<file path="config.mk">
export PLATFORM = sky130hd
export DESIGN_NAME = sys_bridge
export DESIGN_NICKNAME = d
export VERILOG_FILES = /design/src/rtl/sys_bridge.sv
export SDC_FILE = /design/constraint.sdc
export NUM_CORES = 1
export LEC_CHECK = 0
export CORE_MARGIN = 3
export CORE_UTILIZATION = 40
export CTS_CLUSTER_SIZE = 25
export DETAILED_ROUTE_END_ITERATION = 12
export PLACE_DENSITY = 0.78
export SYNTH_ARGS = -nofsm -noshare
export SYNTH_HDL_FRONTEND = slang
export SYNTH_SLANG_ARGS = --single-unit
export TNS_END_PERCENT = 10
</file>
<file path="constraint.sdc">
create_clock -name clk -period 5.9 [get_ports clk]
set_input_delay 0.885 -clock clk [delete_from_list [all_inputs] [get_ports clk]]
set_output_delay 0.885 -clock clk [all_outputs]
set_load 0.03 [all_outputs]
</file>
<file path="src/rtl/sys_bridge.sv">
// Bridge from the CPU data port to N_DEV memory-mapped devices: window decode, req/ack
// handshake with timeout, and an edge-latched, maskable interrupt block behind control registers.
//
// state | meaning
// IDLE  | waiting for pr_req; decodes and captures the access
// DEV   | one device selected, waiting for its ack or the timeout
// CTRL  | bridge-local register read or write
// DONE  | one-cycle pr_ready with latched rd/err
module sys_bridge #(
    parameter int               N_DEV        = 6,
    parameter logic [31:0]      DEV_BASE     = 32'h0000_7f00,
    parameter logic [31:0]      DEV_SPAN     = 32'h10,
    parameter logic [31:0]      DEV_BYTES    = 32'd12,
    parameter logic [31:0]      CTRL_BASE    = 32'h0000_7f80,
    parameter int               TIMEOUT      = 64,
    parameter logic [N_DEV-1:0] INT_MASK_RST = '1
) (
    input  logic                clk,
    input  logic                reset,
    input  logic                pr_req,
    input  logic [31:0]         pr_addr,
    input  logic                pr_we,
    input  logic [3:0]          pr_be,
    input  logic [31:0]         pr_wd,
    output logic [31:0]         pr_rd,
    output logic                pr_ready,
    output logic                pr_err,
    output logic [N_DEV-1:0]    pr_int,
    output logic [29:0]         dev_addr,
    output logic [31:0]         dev_wd,
    output logic [3:0]          dev_be,
    output logic                dev_we,
    output logic [N_DEV-1:0]    dev_sel,
    input  logic [N_DEV*32-1:0] dev_rd,
    input  logic [N_DEV-1:0]    dev_ack,
    input  logic [N_DEV-1:0]    dev_int
);
    typedef enum logic [1:0] {IDLE, DEV, CTRL, DONE} bridgeState;
    localparam int CW = $clog2(TIMEOUT + 1);

    bridgeState       state;
    logic [CW-1:0]    waitCnt;
    logic             capWe;
    logic [N_DEV-1:0] intMask, intPend, devIntQ, hitDev, pendClr;
    logic [29:0]      statusAddr;
    logic             statusErr;
    logic             hitCtrl, badAddr, ackSel;
    logic [31:0]      rdSel, ctrlRd;
    logic [1:0]       ctrlOff;

    always_comb begin
        hitDev = '0;
        for (int i = 0; i < N_DEV; i++) begin
            if (pr_addr >= DEV_BASE + 32'(i) * DEV_SPAN &&
                pr_addr <= DEV_BASE + 32'(i) * DEV_SPAN + DEV_BYTES - 32'd1)
                hitDev[i] = 1'b1;
        end
    end

    assign hitCtrl = (pr_addr >= CTRL_BASE) && (pr_addr <= CTRL_BASE + 32'd11);
    assign badAddr = (|pr_addr[1:0]) || (hitDev == '0 && !hitCtrl);
    assign ackSel  = |(dev_sel & dev_ack);

    always_comb begin
        rdSel = '0;
        for (int i = 0; i < N_DEV; i++) begin
            if (dev_sel[i])
                rdSel = rdSel | dev_rd[32*i +: 32];
        end
    end

    // The control block spans only three words, so the low two word-address bits identify the register.
    assign ctrlOff = dev_addr[1:0] - CTRL_BASE[3:2];

    always_comb begin
        ctrlRd = '0;
        case (ctrlOff)
            2'd0:    ctrlRd = 32'(intMask);
            2'd1:    ctrlRd = 32'(intPend);
            2'd2:    ctrlRd = {statusErr, 1'b0, statusAddr};
            default: ctrlRd = '0;
        endcase
    end

    assign pendClr = (state == CTRL && capWe && ctrlOff == 2'd1) ? dev_wd[N_DEV-1:0] : '0;

    always_ff @(posedge clk or posedge reset) begin
        if (reset) begin
            state      <= IDLE;
            waitCnt    <= '0;
            capWe      <= 1'b0;
            pr_rd      <= '0;
            pr_ready   <= 1'b0;
            pr_err     <= 1'b0;
            pr_int     <= '0;
            dev_addr   <= '0;
            dev_wd     <= '0;
            dev_be     <= '0;
            dev_we     <= 1'b0;
            dev_sel    <= '0;
            intMask    <= INT_MASK_RST;
            intPend    <= '0;
            devIntQ    <= '0;
            statusAddr <= '0;
            statusErr  <= 1'b0;
        end else begin
            devIntQ  <= dev_int;
            // A new rising edge wins over a simultaneous write-1-to-clear.
            intPend  <= (intPend & ~pendClr) | (dev_int & ~devIntQ);
            pr_int   <= intPend & intMask;
            pr_ready <= 1'b0;
            case (state)
                IDLE: begin
                    if (pr_req) begin
                        dev_addr <= pr_addr[31:2];
                        dev_wd   <= pr_wd;
                        dev_be   <= pr_be;
                        capWe    <= pr_we;
                        pr_rd    <= '0;
                        if (badAddr) begin
                            state      <= DONE;
                            pr_ready   <= 1'b1;
                            pr_err     <= 1'b1;
                            statusAddr <= pr_addr[31:2];
                            statusErr  <= 1'b1;
                        end else if (hitDev != '0) begin
                            state   <= DEV;
                            dev_sel <= hitDev;
                            dev_we  <= pr_we;
                            waitCnt <= CW'(TIMEOUT);
                        end else begin
                            state <= CTRL;
                        end
                    end
                end
                DEV: begin
                    if (ackSel) begin
                        state    <= DONE;
                        pr_ready <= 1'b1;
                        pr_err   <= 1'b0;
                        pr_rd    <= rdSel;
                        dev_sel  <= '0;
                        dev_we   <= 1'b0;
                    end else if (waitCnt == '0) begin
                        state      <= DONE;
                        pr_ready   <= 1'b1;
                        pr_err     <= 1'b1;
                        pr_rd      <= '0;
                        dev_sel    <= '0;
                        dev_we     <= 1'b0;
                        statusAddr <= dev_addr;
                        statusErr  <= 1'b1;
                    end else begin
                        waitCnt <= waitCnt - 1'b1;
                    end
                end
                CTRL: begin
                    state    <= DONE;
                    pr_ready <= 1'b1;
                    pr_err   <= 1'b0;
                    if (!capWe) begin
                        pr_rd <= ctrlRd;
                    end else if (ctrlOff == 2'd0) begin
                        intMask <= dev_wd[N_DEV-1:0];
                    end else if (ctrlOff == 2'd2) begin
                        statusErr <= 1'b0;
                    end
                end
                DONE: begin
                    state  <= IDLE;
                    pr_err <= 1'b0;
                    pr_rd  <= '0;
                end
                default: state <= IDLE;
            endcase
        end
    end
endmodule

</file>
Word level (Yosys, flattened, before mapping). Index checks and enable logic that the tools add are counted.

Bits in registers: 172. Bits of input ports: 276. Output and inout bits: 113.

Add/sub/neg operators: 1. Order comparisons: 14. Equality and inequality tests: 17. Muxes and demuxes: 63. Bitwise logic cells: 12. Reductions and logical operators: 31.

Operators by type and width (number): $mux W32 (10); $ge A32 B15 Y1 const B (7); $le A32 B15 Y1 const B (7); $or A32 B32 Y32 (5); $pmux W32 S4 (1); $mux W30 (4); $pmux W32 S3 (1); $pmux W30 S2 (1); $mux W6 (6); $mux W7 (5); $and A6 B6 Y6 (4); $mux W1 (23); $ne A2 B2 Y1 const B (10); $pmux W7 S2 (1); $not A6 Y6 (2); $pmux W6 S2 (1); $logic_and A1 B1 Y1 (10); $mux W2 (5); $reduce_and A5 Y1 (2); $pmux W1 S3 (3); $reduce_and A3 Y1 (3); $pmux W2 S4 (1); $reduce_and A8 Y1 (1); $logic_not A7 Y1 (1); 18 further kinds (24).

Longest topological paths before layout. Gate-level depths: netlist of run 1.

Depth in word-level cells: 13. Depth in mapped cells: 10. Gate-level depth less buffers: 7.

Worst setup path before layout of run 1. No wires, ideal clock.

Kind: input to register. From: in pr_addr[5]. To: reg statusAddr[0]. Setup time: 0.094 ns. Arrival: 2.656 ns. Slack: 3.150 ns. Cell stages on the path: 8. Path buffers: 2. Path through: buf_6 -> nand2b_1 -> or3_1 -> a2111o_1 -> a41oi_4 -> nor3_4 -> buf_6 -> a221oi_2.

Cells in the longest elaborated chain, start to end: 8. Elaborated cells between the ends (all ways): 33. Those cells by class: order compare: 14; eq/ne: 1; mux: 6; reduce/logical: 12.

RTL lines: start: declaration (line 21) `input logic [31:0] pr_addr,`; $ge A32 B15 Y1 / $le A32 B15 Y1 (equally long branches) (line 54, 55); $logic_and A1 B1 Y1 (line 54) `if (pr_addr >= DEV_BASE + 32'(i) * DEV_SPAN &&`; $mux W1 (line 54); $logic_not A6 Y1 (line 61) `assign badAddr = (|pr_addr[1:0]) || (hitDev == '0 && !hitCtrl);`; $logic_and A1 B1 Y1 (*) (line 61); $logic_or A1 B1 Y1 (*) (line 61); $ne A2 B2 Y1 (no source line) (*); $reduce_and A5 Y1 (no source line) (*); end signal: assignment (line 124) `statusAddr <= pr_addr[31:2];`; end signal: assignment (line 151) `statusAddr <= dev_addr;`; end: declaration (line 45) `logic [29:0] statusAddr;`.

Every way passes the cells marked *; elsewhere a longest branch is shown, timed or not. A chain may end at the register's enable or synchronous reset.

Final worst setup path of run 1.
From: in pr_addr[15]. To: reg statusAddr[22].

Same word-level chain as after synthesis.

==> impl_summary.txt, run 1 <==
----------------------------------------------------
[Run status]
  Outcome ... complete, no violations

[STA]
  Upper clock frequency limit ... 294.2 MHz
  Min Tclk post-route ... between 3 and 4 ns
  Number of hold violations in the final report ... 0
  Slew headroom ... 0.2121
  Setup Total Neg Slack ... 0 ns
  Final critical-path share of the clock period ... 0.5761
  RSZ-0062 raised after global routing ... no
  Clock skew ... roughly 0.012 ns
  Final Max Tran Viols ... 0
  Worst slew pin tran ... around 1.2 ns
  Final setup violation count ... 0

[Finish]
  Leading cell type in the layout, fill and taps excluded ... sky130_fd_sc_hd__clkdlybuf4s50_1
  Area added between synthesis and finish ... 46.12%
  Final instance area ... around 14000 µm²
  Layout cells sized above 1 ... 0.1421
  Most frequent cells in the layout ... sky130_fd_sc_hd__clkdlybuf4s50_1, sky130_fd_sc_hd__dfrtp_1, sky130_fd_sc_hd__a22oi_1, sky130_fd_sc_hd__nand2_1, sky130_fd_sc_hd__mux2_2
  Nets@finish ... around 1500

[Synth]
  Distinct cell type count of the synthesized netlist ... 63
  Adder-Cell Fraction of Synth Area ... 0.007805
  Seq/Total Area, Yosys ... 0.4483
  XOR/XNOR share of the synthesized area ... 0.0009106
  Number of nets in the synthesized netlist ... between 1000 and 1500
  Synthesized-area fraction occupied by and/or/nand/nor cells ... 0.1121
  Number of synthesized flops with an enable pin ... 0
  Synth warnings ... 0
  Leading register cell type out of synthesis ... sky130_fd_sc_hd__dfrtp_1
  Synthesized instance count ... roughly 910
  Mux contribution to synthesized area ... 0.1343
  Async set-reset flop share out of synthesis ... 1.000
  Average size of a mapped cell ... roughly 11 µm²
  Synthesized-area fraction occupied by ao, oa, aoi and oai cells ... 0.2305
  Area of the mapped netlist ... 9618 µm²
  Main combinational cell family by area after synthesis ... compound AO/OA/AOI/OAI gates
  Number of synthesized register bits ... roughly 170

[Detailed routing]
  Post-route DRC ... 0
  DR vias/cell ... between 5 and 6
  Detailed-route wire length ... ~35000 µm
  Routed vias ... 8961
  Number of search-and-repair iterations in the first detailed-routing pass ... 5
  Number of DRC markers in iteration 0 ... roughly 930
  Remaining antenna violation count ... 0
  Detailed-route wire length per cell ... 22.29 µm

[GRT]
  Pin count of the biggest net entering global routing ... between 90 and 100
  Number of global-route vias before repair ... slightly above 9000
  First-pass GRT wire length ... between 50000 and 60000 µm
  GR Overflow Total ... 0
  Aggregate global-route resource usage ... 0.2641
  Initial antenna violation count ... 4

[Critical path]
  Arr. time, crit path ... roughly 3.7 ns
  Kind of launch point of the worst setup path ... input port
  Peak fanout along the critical path ... 24
  Setup crit end kind ... flop
  WP data required ... roughly 6.2 ns
  Critical Setup Path Class ... input port to flop

[Floorplanning]
  Core outline area ... roughly 24000 µm²
  Number of placement rows ... 56
  Die area ... roughly 26000 µm²
  Count of pins on the block boundary ... 389
  Effective utilization at floorplan ... 0.4085
  Die outline height ... between 150 and 200 µm
  Floorplan die width ... 161.1 µm

[Placement]
  Cell area after placement ... approximately 13000 µm²
  Count of port buffers added during placement ... approximately 390
  Placed wire-length estimate after detailed placement ... roughly 26000 µm
  Last weighted congestion value of the routability-driven placer ... 0.9531

[Pwr]
  Maximum ir drop on the vdd rail ... 0.3042 mV
  Leakage Power ... about 5.6 nW
  Power density of the placed cells ... 472.4 nW/µm²

[Clock tree]
  H-tree depth reported by CTS ... 4
  Clock root buffer master ... sky130_fd_sc_hd__clkbuf_16
  Total clock buffers created by CTS ... 17
  Insertion delay to the later sink of the worst-skew pair ... about 0.44 ns
  Post-CTS sizing ... 0
  Postcts setup bufs ... 0
  Clock-pin slew of the registers on the worst-case setup and hold paths ... ~0.08 ns
  Number of buffers inserted by hold repair at cts ... 0
  TritonCTS clock tree ... yes
  Maximum count of clock buffers along a single path ... 2
  Clock sinks ... between 150 and 200

[Flow run]
  Number of maximum-capacitance violations ... 0

[Min path]
  Type of the tightest min-delay check ... flop to flop

----------------------------------------------------
## kinds of logic (layout without fill, tap and decap cells)
| kind of cell | after synthesis | after routing |
|---|---|---|
| compound gates | 278 | 278 |
| xor+xnor | 1 | 1 |
| simple gates | 233 | 233 |
| mux | 119 | 119 |
| buf+inv | 97 | 451 |
| fa+ha+maj | 6 | 6 |
| flops | 172 | 172 |
| other cells | 0 | 3 |
## worst max-delay path: stages
cell and delay [ns]:
sky130_fd_sc_hd__clkdlybuf4s50_1 0.66, sky130_fd_sc_hd__nand4b_1 0.38, sky130_fd_sc_hd__or2_2 0.35, sky130_fd_sc_hd__a2111o_1 0.43
sky130_fd_sc_hd__a41oi_4 0.28, sky130_fd_sc_hd__nor3_4 0.11, sky130_fd_sc_hd__buf_4 0.34, sky130_fd_sc_hd__a221oi_2 0.29
## layer usage
| layer | share of wire | track usage | vias to the layer above | wire, µm |
|---|---|---|---|---|
| li1 | - | - | 4099 | - |
| met1 | 0.41 | 0.3352 | 4400 | 14570 |
| met2 | 0.48 | 0.4339 | 406 | 16810 |
| met3 | 0.080 | 0.07130 | 54 | 2820 |
| met4 | 0.030 | 0.09894 | 2 | 1055 |
| met5 | 0.00037 | 0 | - | 13 |
## cells in the mapped netlist, types with 7 or more instances
cell type	n	share of area
sky130_fd_sc_hd__a21oi_1	8	0.0042
sky130_fd_sc_hd__a221oi_2	30	0.047
sky130_fd_sc_hd__a22o_1	33	0.030
sky130_fd_sc_hd__a22oi_1	100	0.078
sky130_fd_sc_hd__and2_1	9	0.0059
sky130_fd_sc_hd__clkbuf_1	45	0.018
sky130_fd_sc_hd__clkbuf_8	19	0.027
sky130_fd_sc_hd__dfrtp_1	166	0.43
sky130_fd_sc_hd__inv_1	17	0.0066
sky130_fd_sc_hd__mux2_2	80	0.094
sky130_fd_sc_hd__mux2i_1	39	0.041
sky130_fd_sc_hd__nand2_1	95	0.037
sky130_fd_sc_hd__nand3_1	38	0.020
sky130_fd_sc_hd__nor2_1	47	0.018
sky130_fd_sc_hd__nor3_1	7	0.0036
sky130_fd_sc_hd__o21ai_0	49	0.025
sky130_fd_sc_hd__o22ai_1	30	0.020
## power by group
part           switching, mW  internal (mW)  leakage (nW)
Combinational           1.90           1.50          3.24
Sequential             0.442           1.68          2.08
Clock                  0.549          0.569         0.286
Total                   2.90           3.74          5.60
## registers in the layout (all words and copies together), names as in the netlist, 2 cells and up
register,flops
pr_int,6
devIntQ,6
intPend,6
dev_be,4
intMask,6
state,2
dev_addr,30
dev_sel,6
pr_rd,32
waitCnt,7
dev_wd,32
statusAddr,30
## worst paths after layout
| check | slack [ns] | endpoint | start | cells past startpoint |
|---|---|---|---|---|
| max | 2.50 | statusAddr[22] | pr_addr[15] | 8 |
| min in group asynchronous | 1.03 | statusAddr[21] | reset | 2 |
| min | 0.43 | intPend[3] | devIntQ[3] | 1 |
| max reg2reg | 2.96 | pr_rd[23] | state[1] | 7 |
| max in group asynchronous | 3.73 | dev_addr[9] | reset | 3 |
| min reg2reg | 0.43 | intPend[3] | devIntQ[3] | 1 |
## layout make-up
type	instances	area, µm²
clock inverters	15	165.2
multi-input cells	637	4687
clock buffers	17	425.4
repair buffers	402	3989
flip-flops and latches	172	4312
fillers	2001	9489
inverters	17	68.82
diodes	3	7.507
well taps	319	399.1
## through the flow
stage          hold slack [ns]  instances    util  total power, mW  setup slack [ns]
4_1_cts                 0.4334       1579  0.5966            6.669             2.522
5_1_grt                 0.4507       1582  0.5969            7.006             2.371
2_1_floorplan           0.3996        906       -            4.314            0.3648
3_5_place_dp            0.4154       1547  0.5715            5.532             2.066
6_report                0.4263       1582  0.5969            6.639             2.501
3_3_place_gp            0.4018       1547  0.5715            5.437             2.118
No activity file was read; power rests on OpenSTA's default activity.
==> run 2: changes to the inputs <==
==> constraint.sdc (replaced) <==
create_clock -name clk -period 2.8 [get_ports clk]
set_input_delay 0.42 -clock clk [delete_from_list [all_inputs] [get_ports clk]]
set_output_delay 0.42 -clock clk [all_outputs]
set_load 0.03 [all_outputs]
==> impl_summary.txt, run 2 (synthesis gave the netlist of run 1 again) <==
----------------------------------------------------
[Critical path]
  Library cell contributing the largest single delay on the critical path ... sky130_fd_sc_hd__clkdlybuf4s50_1
  Most common cell on crit path ... sky130_fd_sc_hd__buf_4
  WP data required ... 3.15 ns (-3.09 ns)
  Delay contributed by the slowest stage of the critical path ... 0.50 ns (-0.16 ns)
  Sequence of cells on the critical path ... clkdlybuf4s50_1, buf_4, buf_4, a2111oi_1, buf_4, and3_1, o311ai_0, a21oi_2, mux2i_1
  Arr. time, crit path ... 2.90 ns (-0.84 ns)
  Critical Setup Path Class ... input port to flop
  Setup crit end kind ... flop
  Kind of launch point of the worst setup path ... input port
  Peak fanout along the critical path ... 5 (-79%)

[Detailed routing]
  Remaining antenna violation count ... 0 (unchanged)
  Number of search-and-repair iterations in the first detailed-routing pass ... 6 (+1)
  Number of DRC markers in iteration 0 ... 799 (-14%)
  DR vias/cell ... 5.590 (-1.3%)
  Detailed-route wire length ... 35500 µm (+0.64%)
  Routed vias ... 9095 (+1.5%)
  Detailed-route wire length per cell ... 21.82 µm (-2.1%)
  Post-route DRC ... 0 (unchanged)

[STA]
  Final setup violation count ... 0 (unchanged)
  RSZ-0062 raised after global routing ... no
  Worst slew pin tran ... 0.8569 ns (-0.3250 ns)
  Final Max Tran Viols ... 0 (unchanged)
  Final critical-path share of the clock period ... 0.9094
  Slew headroom ... 0.4275 (+0.2154)
  Worst hold-check slack ... 0.4207 ns (-0.005599 ns)
  Number of hold violations in the final report ... 0 (unchanged)
  Min Tclk post-route ... roughly 2.5 ns
  Upper clock frequency limit ... between 300 and 400 MHz
  Clock skew ... 0.01575 ns (+0.003486 ns)
  Setup Total Neg Slack ... 0 ns (unchanged)

[Placement]
  Last weighted congestion value of the routability-driven placer ... 0.9008 (-5.5%)
  Number of placed cells counting well taps ... 1593 (+3.0%)
  Cell area after placement ... 13940 µm² (+3.6%)
  Placed wire-length estimate after detailed placement ... 27370 µm (+4.6%)
  Count of port buffers added during placement ... 388 (unchanged)

[Clock tree]
  Clock-pin slew of the registers on the worst-case setup and hold paths ... 0.07 ns (about the same)
  Clock sinks ... 172 (unchanged)
  H-tree depth reported by CTS ... 4 (unchanged)
  Insertion delay to the later sink of the worst-skew pair ... 0.44 ns (about the same)
  Post-CTS sizing ... 0 (unchanged)
  Total clock buffers created by CTS ... 17 (unchanged)
  Clock root buffer master ... sky130_fd_sc_hd__clkbuf_16
  Number of buffers inserted by hold repair at cts ... 0 (unchanged)
  Postcts setup bufs ... 0 (unchanged)
  TritonCTS clock tree ... yes
  Maximum count of clock buffers along a single path ... 2 (unchanged)

[Pwr]
  Power density of the placed cells ... 988.8 nW/µm² (+110%)
  Leakage Power ... 5.885 nW (+5.1%)
  Maximum ir drop on the vdd rail ... 0.6470 mV (+110%)

[Floorplanning]
  Effective utilization at floorplan ... 0.4085 (unchanged)
  Floorplan die width ... 161.1 µm (unchanged)
  Core outline area ... 23540 µm² (unchanged)
  Die outline height ... 161.1 µm (unchanged)
  Die area ... 25940 µm² (unchanged)
  Number of placement rows ... 56 (unchanged)
  Count of pins on the block boundary ... 389 (unchanged)

[Finish]
  Most frequent cells in the layout ... sky130_fd_sc_hd__clkdlybuf4s50_1, sky130_fd_sc_hd__dfrtp_1, sky130_fd_sc_hd__a22oi_1, sky130_fd_sc_hd__nand2_1, sky130_fd_sc_hd__mux2_2
  Area added between synthesis and finish ... 51.54%
  Nets@finish ... 1575 (+3.0%)
  Biggest registers after layout ... dev_wd x32, pr_rd x32
  Layout cells sized above 1 ... 0.1715 (+0.02945)
  Leading cell type in the layout, fill and taps excluded ... sky130_fd_sc_hd__clkdlybuf4s50_1
  Final instance area ... 14580 µm² (+3.7%)
  Filler-free cell count of the finished design ... 1627 (+2.8%)

[GRT]
  Initial antenna violation count ... 4 (unchanged)
  GR Overflow Total ... 0 (unchanged)
  First-pass GRT wire length ... 54190 µm (+1.0%)
  Pin count of the biggest net entering global routing ... 65 (-34%)
  Aggregate global-route resource usage ... 0.2663 (+0.002197)
  Number of global-route vias before repair ... 9506 (+4.0%)

[Min path]
  Type of the tightest min-delay check ... flop to flop

[Run status]
  Outcome ... complete, no violations

[Flow run]
  Number of maximum-capacitance violations ... 0 (unchanged)

----------------------------------------------------
run 2: cell types whose count changed in the layout (fill, tap and decap cells not counted), sizes merged:
cell,change
diode,-1
clkinv,-5
clkinvlp,+2
buf,+46
bufinv,+3
inv,-1
clkbuf,+1
run 2: layout make-up:
type | instances | area (µm²)
Clock buffer | 18 | 429.2
Timing Repair Buffer | 448 | 4472
Clock inverter | 14 | 203.9
Tap cell | 319 | 399.1
Sequential cell | 172 | 4312
Antenna cell | 2 | 5.005
Multi-Input combinational cell | 637 | 4687
Inverter | 17 | 67.56
Fill cell | 1950 | 8967
run 2: worst paths after layout:
kind / slack [ns] / to / cells past startpoint / start
setup / recovery: 0.25 / waitCnt[1] / 9 / pr_addr[5]
hold / removal: 0.42 / intPend[3] / 1 / devIntQ[3]
setup reg to reg: 0.49 / waitCnt[5] / 6 / waitCnt[2]
hold reg to reg: 0.42 / intPend[3] / 1 / devIntQ[3]
max in group asynchronous: 1.60 / intMask[0] / 3 / reset
min in group asynchronous: 0.52 / devIntQ[2] / 2 / reset
run 2: power breakdown:
group / internal, mW / switching [mW] / leakage [nW]
Combinational: 3.33 / 4.06 / 3.51
Sequential: 3.54 / 0.926 / 2.08
Clock: 1.45 / 1.11 / 0.304
Total: 8.32 / 6.09 / 5.89
run 2: per-layer routing:
metal	GRT usage	up-vias	part of all wire
met5	0	-	0.00065
met4	0.08956	4	0.027
met3	0.07771	60	0.083
met2	0.4453	410	0.48
met1	0.3320	4429	0.41
li1	-	4192	-
run 2: per-stage QoR:
step	util	setup WS (ns)	power (mW)
2_1_floorplan	-	0.1882	9.091
3_3_place_gp	0.5920	-0.1029	11.69
3_5_place_dp	0.5920	-0.1532	11.88
4_1_cts	0.6189	0.2765	14.47
5_1_grt	0.6191	0.1194	15.19
6_report	0.6191	0.2538	14.41
run 2: worst max-delay path: cells and delay by family:
family / cells / cell delay (ns)
and+or+nand+nor: 1 / 0.18
AOI/OAI and AO/OA: 3 / 1.03
muxes: 1 / 0.23
buffers and inverters: 4 / 1.04
==> run 3: changes to the inputs <==
--- a/config.mk
+++ b/config.mk
@@ -5,6 +5,7 @@
 export SDC_FILE = /design/constraint.sdc
 export NUM_CORES = 1
 export LEC_CHECK = 0
+export CORE_ASPECT_RATIO = 1.25
 export CORE_MARGIN = 3
 export CORE_UTILIZATION = 40
 export CTS_CLUSTER_SIZE = 25
==> impl_summary.txt, run 3 (synthesis gave the netlist of run 1 again) <==
----------------------------------------------------
[Critical path]
  Setup crit end kind ... flop
  Arr. time, crit path ... 2.92 ns (+0.02 ns)
  Peak fanout along the critical path ... 5 (unchanged)
  WP data required ... 3.15 ns (about the same)
  Library cell contributing the largest single delay on the critical path ... sky130_fd_sc_hd__clkdlybuf4s50_1
  Largest delay share family, worst path ... compound AO/OA/AOI/OAI gates
  Kind of launch point of the worst setup path ... input port
  Sequence of cells on the critical path ... clkdlybuf4s50_1, nand2b_1, or3_1, a2111oi_0, buf_4, o311ai_0, a21oi_2, mux2i_1
  Number of buffer and inverter instances along the worst setup path ... 2 (-2)
  Critical Setup Path Class ... input port to flop
  Delay contributed by the slowest stage of the critical path ... 0.52 ns (+0.02 ns)

[Finish]
  Antenna diodes ... 0 (-2)
  Most frequent cells in the layout ... sky130_fd_sc_hd__clkdlybuf4s50_1, sky130_fd_sc_hd__dfrtp_1, sky130_fd_sc_hd__a22oi_1, sky130_fd_sc_hd__nand2_1, sky130_fd_sc_hd__mux2_2
  Leading cell type in the layout, fill and taps excluded ... sky130_fd_sc_hd__clkdlybuf4s50_1
  Area added between synthesis and finish ... 50.92%
  Biggest registers after layout ... dev_wd x32, pr_rd x32
  Nets@finish ... 1577 (+0.13%)
  Layout cells sized above 1 ... 0.1728 (+0.001267)

[GRT]
  Pin count of the biggest net entering global routing ... 72 (+11%)
  First-pass GRT wire length ... 51050 µm (-5.8%)
  Initial antenna violation count ... 1 (-3)
  Number of global-route vias before repair ... 9180 (-3.4%)
  GR Overflow Total ... 0 (unchanged)
  Aggregate global-route resource usage ... 0.2525 (-0.01385)

[STA]
  Number of hold violations in the final report ... 0 (unchanged)
  Clock skew ... 0.005903 ns (-0.009852 ns)
  Final setup violation count ... 0 (unchanged)
  Final Max Tran Viols ... 0 (unchanged)
  RSZ-0062 raised after global routing ... no
  Min Tclk post-route ... 2.578 ns (+0.03197 ns)
  Final critical-path share of the clock period ... 0.9208 (+0.01142)
  Setup WS post-layout ... 0.2218 ns (-0.03197 ns)
  Upper clock frequency limit ... 387.9 MHz (-1.2%)
  Worst slew pin tran ... 0.7450 ns (-0.1119 ns)
  Slew headroom ... 0.4989 (+0.07135)

[Placement]
  Place WS ... -0.1602 ns (-0.006986 ns)
  Last weighted congestion value of the routability-driven placer ... 0.8950 (-0.64%)
  Placed wire-length estimate after detailed placement ... 25890 µm (-5.4%)
  Count of port buffers added during placement ... 388 (unchanged)

[Detailed routing]
  Number of DRC markers in iteration 0 ... 634 (-21%)
  Detailed-route wire length ... 34110 µm (-3.9%)
  DR vias/cell ... 5.571 (-0.34%)
  Detailed-route wire length per cell ... 20.95 µm (-4.0%)
  Number of search-and-repair iterations in the first detailed-routing pass ... 7 (+1)
  Routed vias ... 9070 (-0.27%)
  Remaining antenna violation count ... 0 (unchanged)
  Post-route DRC ... 0 (unchanged)

[Clock tree]
  Insertion delay to the later sink of the worst-skew pair ... 0.43 ns (about the same)
  H-tree depth reported by CTS ... 4 (unchanged)
  Number of buffers inserted by hold repair at cts ... 0 (unchanged)
  Post-CTS sizing ... 0 (unchanged)
  Clock-pin slew of the registers on the worst-case setup and hold paths ... 0.07 ns (about the same)
  Postcts setup bufs ... 0 (unchanged)
  Total clock buffers created by CTS ... 17 (unchanged)
  Clock root buffer master ... sky130_fd_sc_hd__clkbuf_16
  Clock sinks ... 172 (unchanged)
  Maximum count of clock buffers along a single path ... 2 (unchanged)
  TritonCTS clock tree ... yes

[Floorplanning]
  Die area ... 25950 µm² (about the same)
  Die outline height ... 179.4 µm (+11%)
  Core outline area ... 23350 µm² (-0.82%)
  Count of pins on the block boundary ... 389 (unchanged)
  Number of placement rows ... 62 (+11%)
  Effective utilization at floorplan ... 0.4119 (+0.003371)
  Floorplan die width ... 144.7 µm (-10%)

[Pwr]
  Power, Total ... 14.27 mW (-0.97%)
  Power density of the placed cells ... 983.2 nW/µm² (-0.56%)
  Leakage Power ... 5.862 nW (-0.40%)
  Clock network fraction of design power ... 0.170 (-0.007)
  Switching Fraction ... 0.4209 (-0.001797)
  Maximum ir drop on the vdd rail ... 0.7627 mV (+18%)
  Portion of total power attributed to combinational logic ... 0.519 (+0.006)
  Net switching power of the design ... 6.006 mW (-1.4%)
  Part of the total power dissipated in sequential elements ... 0.311 (about the same)
  Total internal power ... 8.265 mW (-0.66%)

[Flow run]
  Number of maximum-capacitance violations ... 0 (unchanged)

[Run status]
  Outcome ... complete, no violations

[Min path]
  Type of the tightest min-delay check ... input port to async pin

----------------------------------------------------
## run 3: cell types whose count changed in the layout (fill, tap and decap cells not counted)
cell	delta
sky130_fd_sc_hd__buf_12	-3
sky130_fd_sc_hd__inv_8	-3
sky130_fd_sc_hd__clkbuf_8	+1
sky130_fd_sc_hd__bufinv_16	-1
sky130_fd_sc_hd__buf_4	+5
sky130_fd_sc_hd__inv_6	+2
sky130_fd_sc_hd__clkinvlp_4	+2
sky130_fd_sc_hd__clkinv_8	-1
sky130_fd_sc_hd__diode_2	-2
## run 3: layer usage
| metal | global-route usage | part of all wire | vias up |
|---|---|---|---|
| met5 | 0 | 0.00038 | - |
| met4 | 0.07543 | 0.026 | 2 |
| met3 | 0.06371 | 0.092 | 52 |
| met2 | 0.4343 | 0.49 | 424 |
| met1 | 0.3130 | 0.39 | 4401 |
| li1 | - | - | 4191 |
## run 3: layout make-up
cell class                      instances  area [µm²]
Tap cell                              320       400.4
Multi-Input combinational cell        637        4687
Clock buffer                           19       442.9
Timing Repair Buffer                  450        4449
Inverter                               17       67.56
Clock inverter                         13       156.4
Sequential cell                       172        4312
Fill cell                            1930        8835
## run 3: path summary, 6_finish.rpt
| check | start | endpoint | slack, ns | cells after the start |
|---|---|---|---|---|
| min in group clk | devIntQ[5] | intPend[5] | 0.42 | 1 |
| max reg2reg | state[1] | dev_sel[4] | 0.52 | 7 |
| max | pr_addr[5] | waitCnt[1] | 0.22 | 8 |
| min reg2reg | devIntQ[5] | intPend[5] | 0.42 | 1 |
| max in group asynchronous | reset | pr_rd[24] | 1.69 | 3 |
| min | reset | pr_int[2] | 0.38 | 2 |
## run 3: power groups by stage
stage | combinational (mW) | clock (mW) | sequential, mW
2_1_floorplan | 3.62 | 0 | 5.47
3_3_place_gp | 7.29 | 0 | 4.42
3_5_place_dp | 7.40 | 0 | 4.46
4_1_cts | 7.44 | 2.47 | 4.43
5_1_grt | 7.91 | 2.57 | 4.58
6_report | 7.41 | 2.42 | 4.44
## run 3: metrics by stage
| stage | area [µm²] | hold slack (ns) | std cells | setup TNS (ns) | utilization |
|---|---|---|---|---|---|
| after CTS | 14520 | 0.3813 | 1628 | 0 | 0.6216 |
| after detailed placement | 13920 | 0.4148 | 1596 | -3.024 | 0.5960 |
| after floorplan | 9622 | 0.3996 | 906 | 0 | - |
| final | 14520 | 0.3777 | 1628 | 0 | 0.6216 |
| after global routing | 14520 | 0.4015 | 1628 | 0 | 0.6216 |
| after global placement | 13920 | 0.4025 | 1596 | -2.686 | 0.5960 |
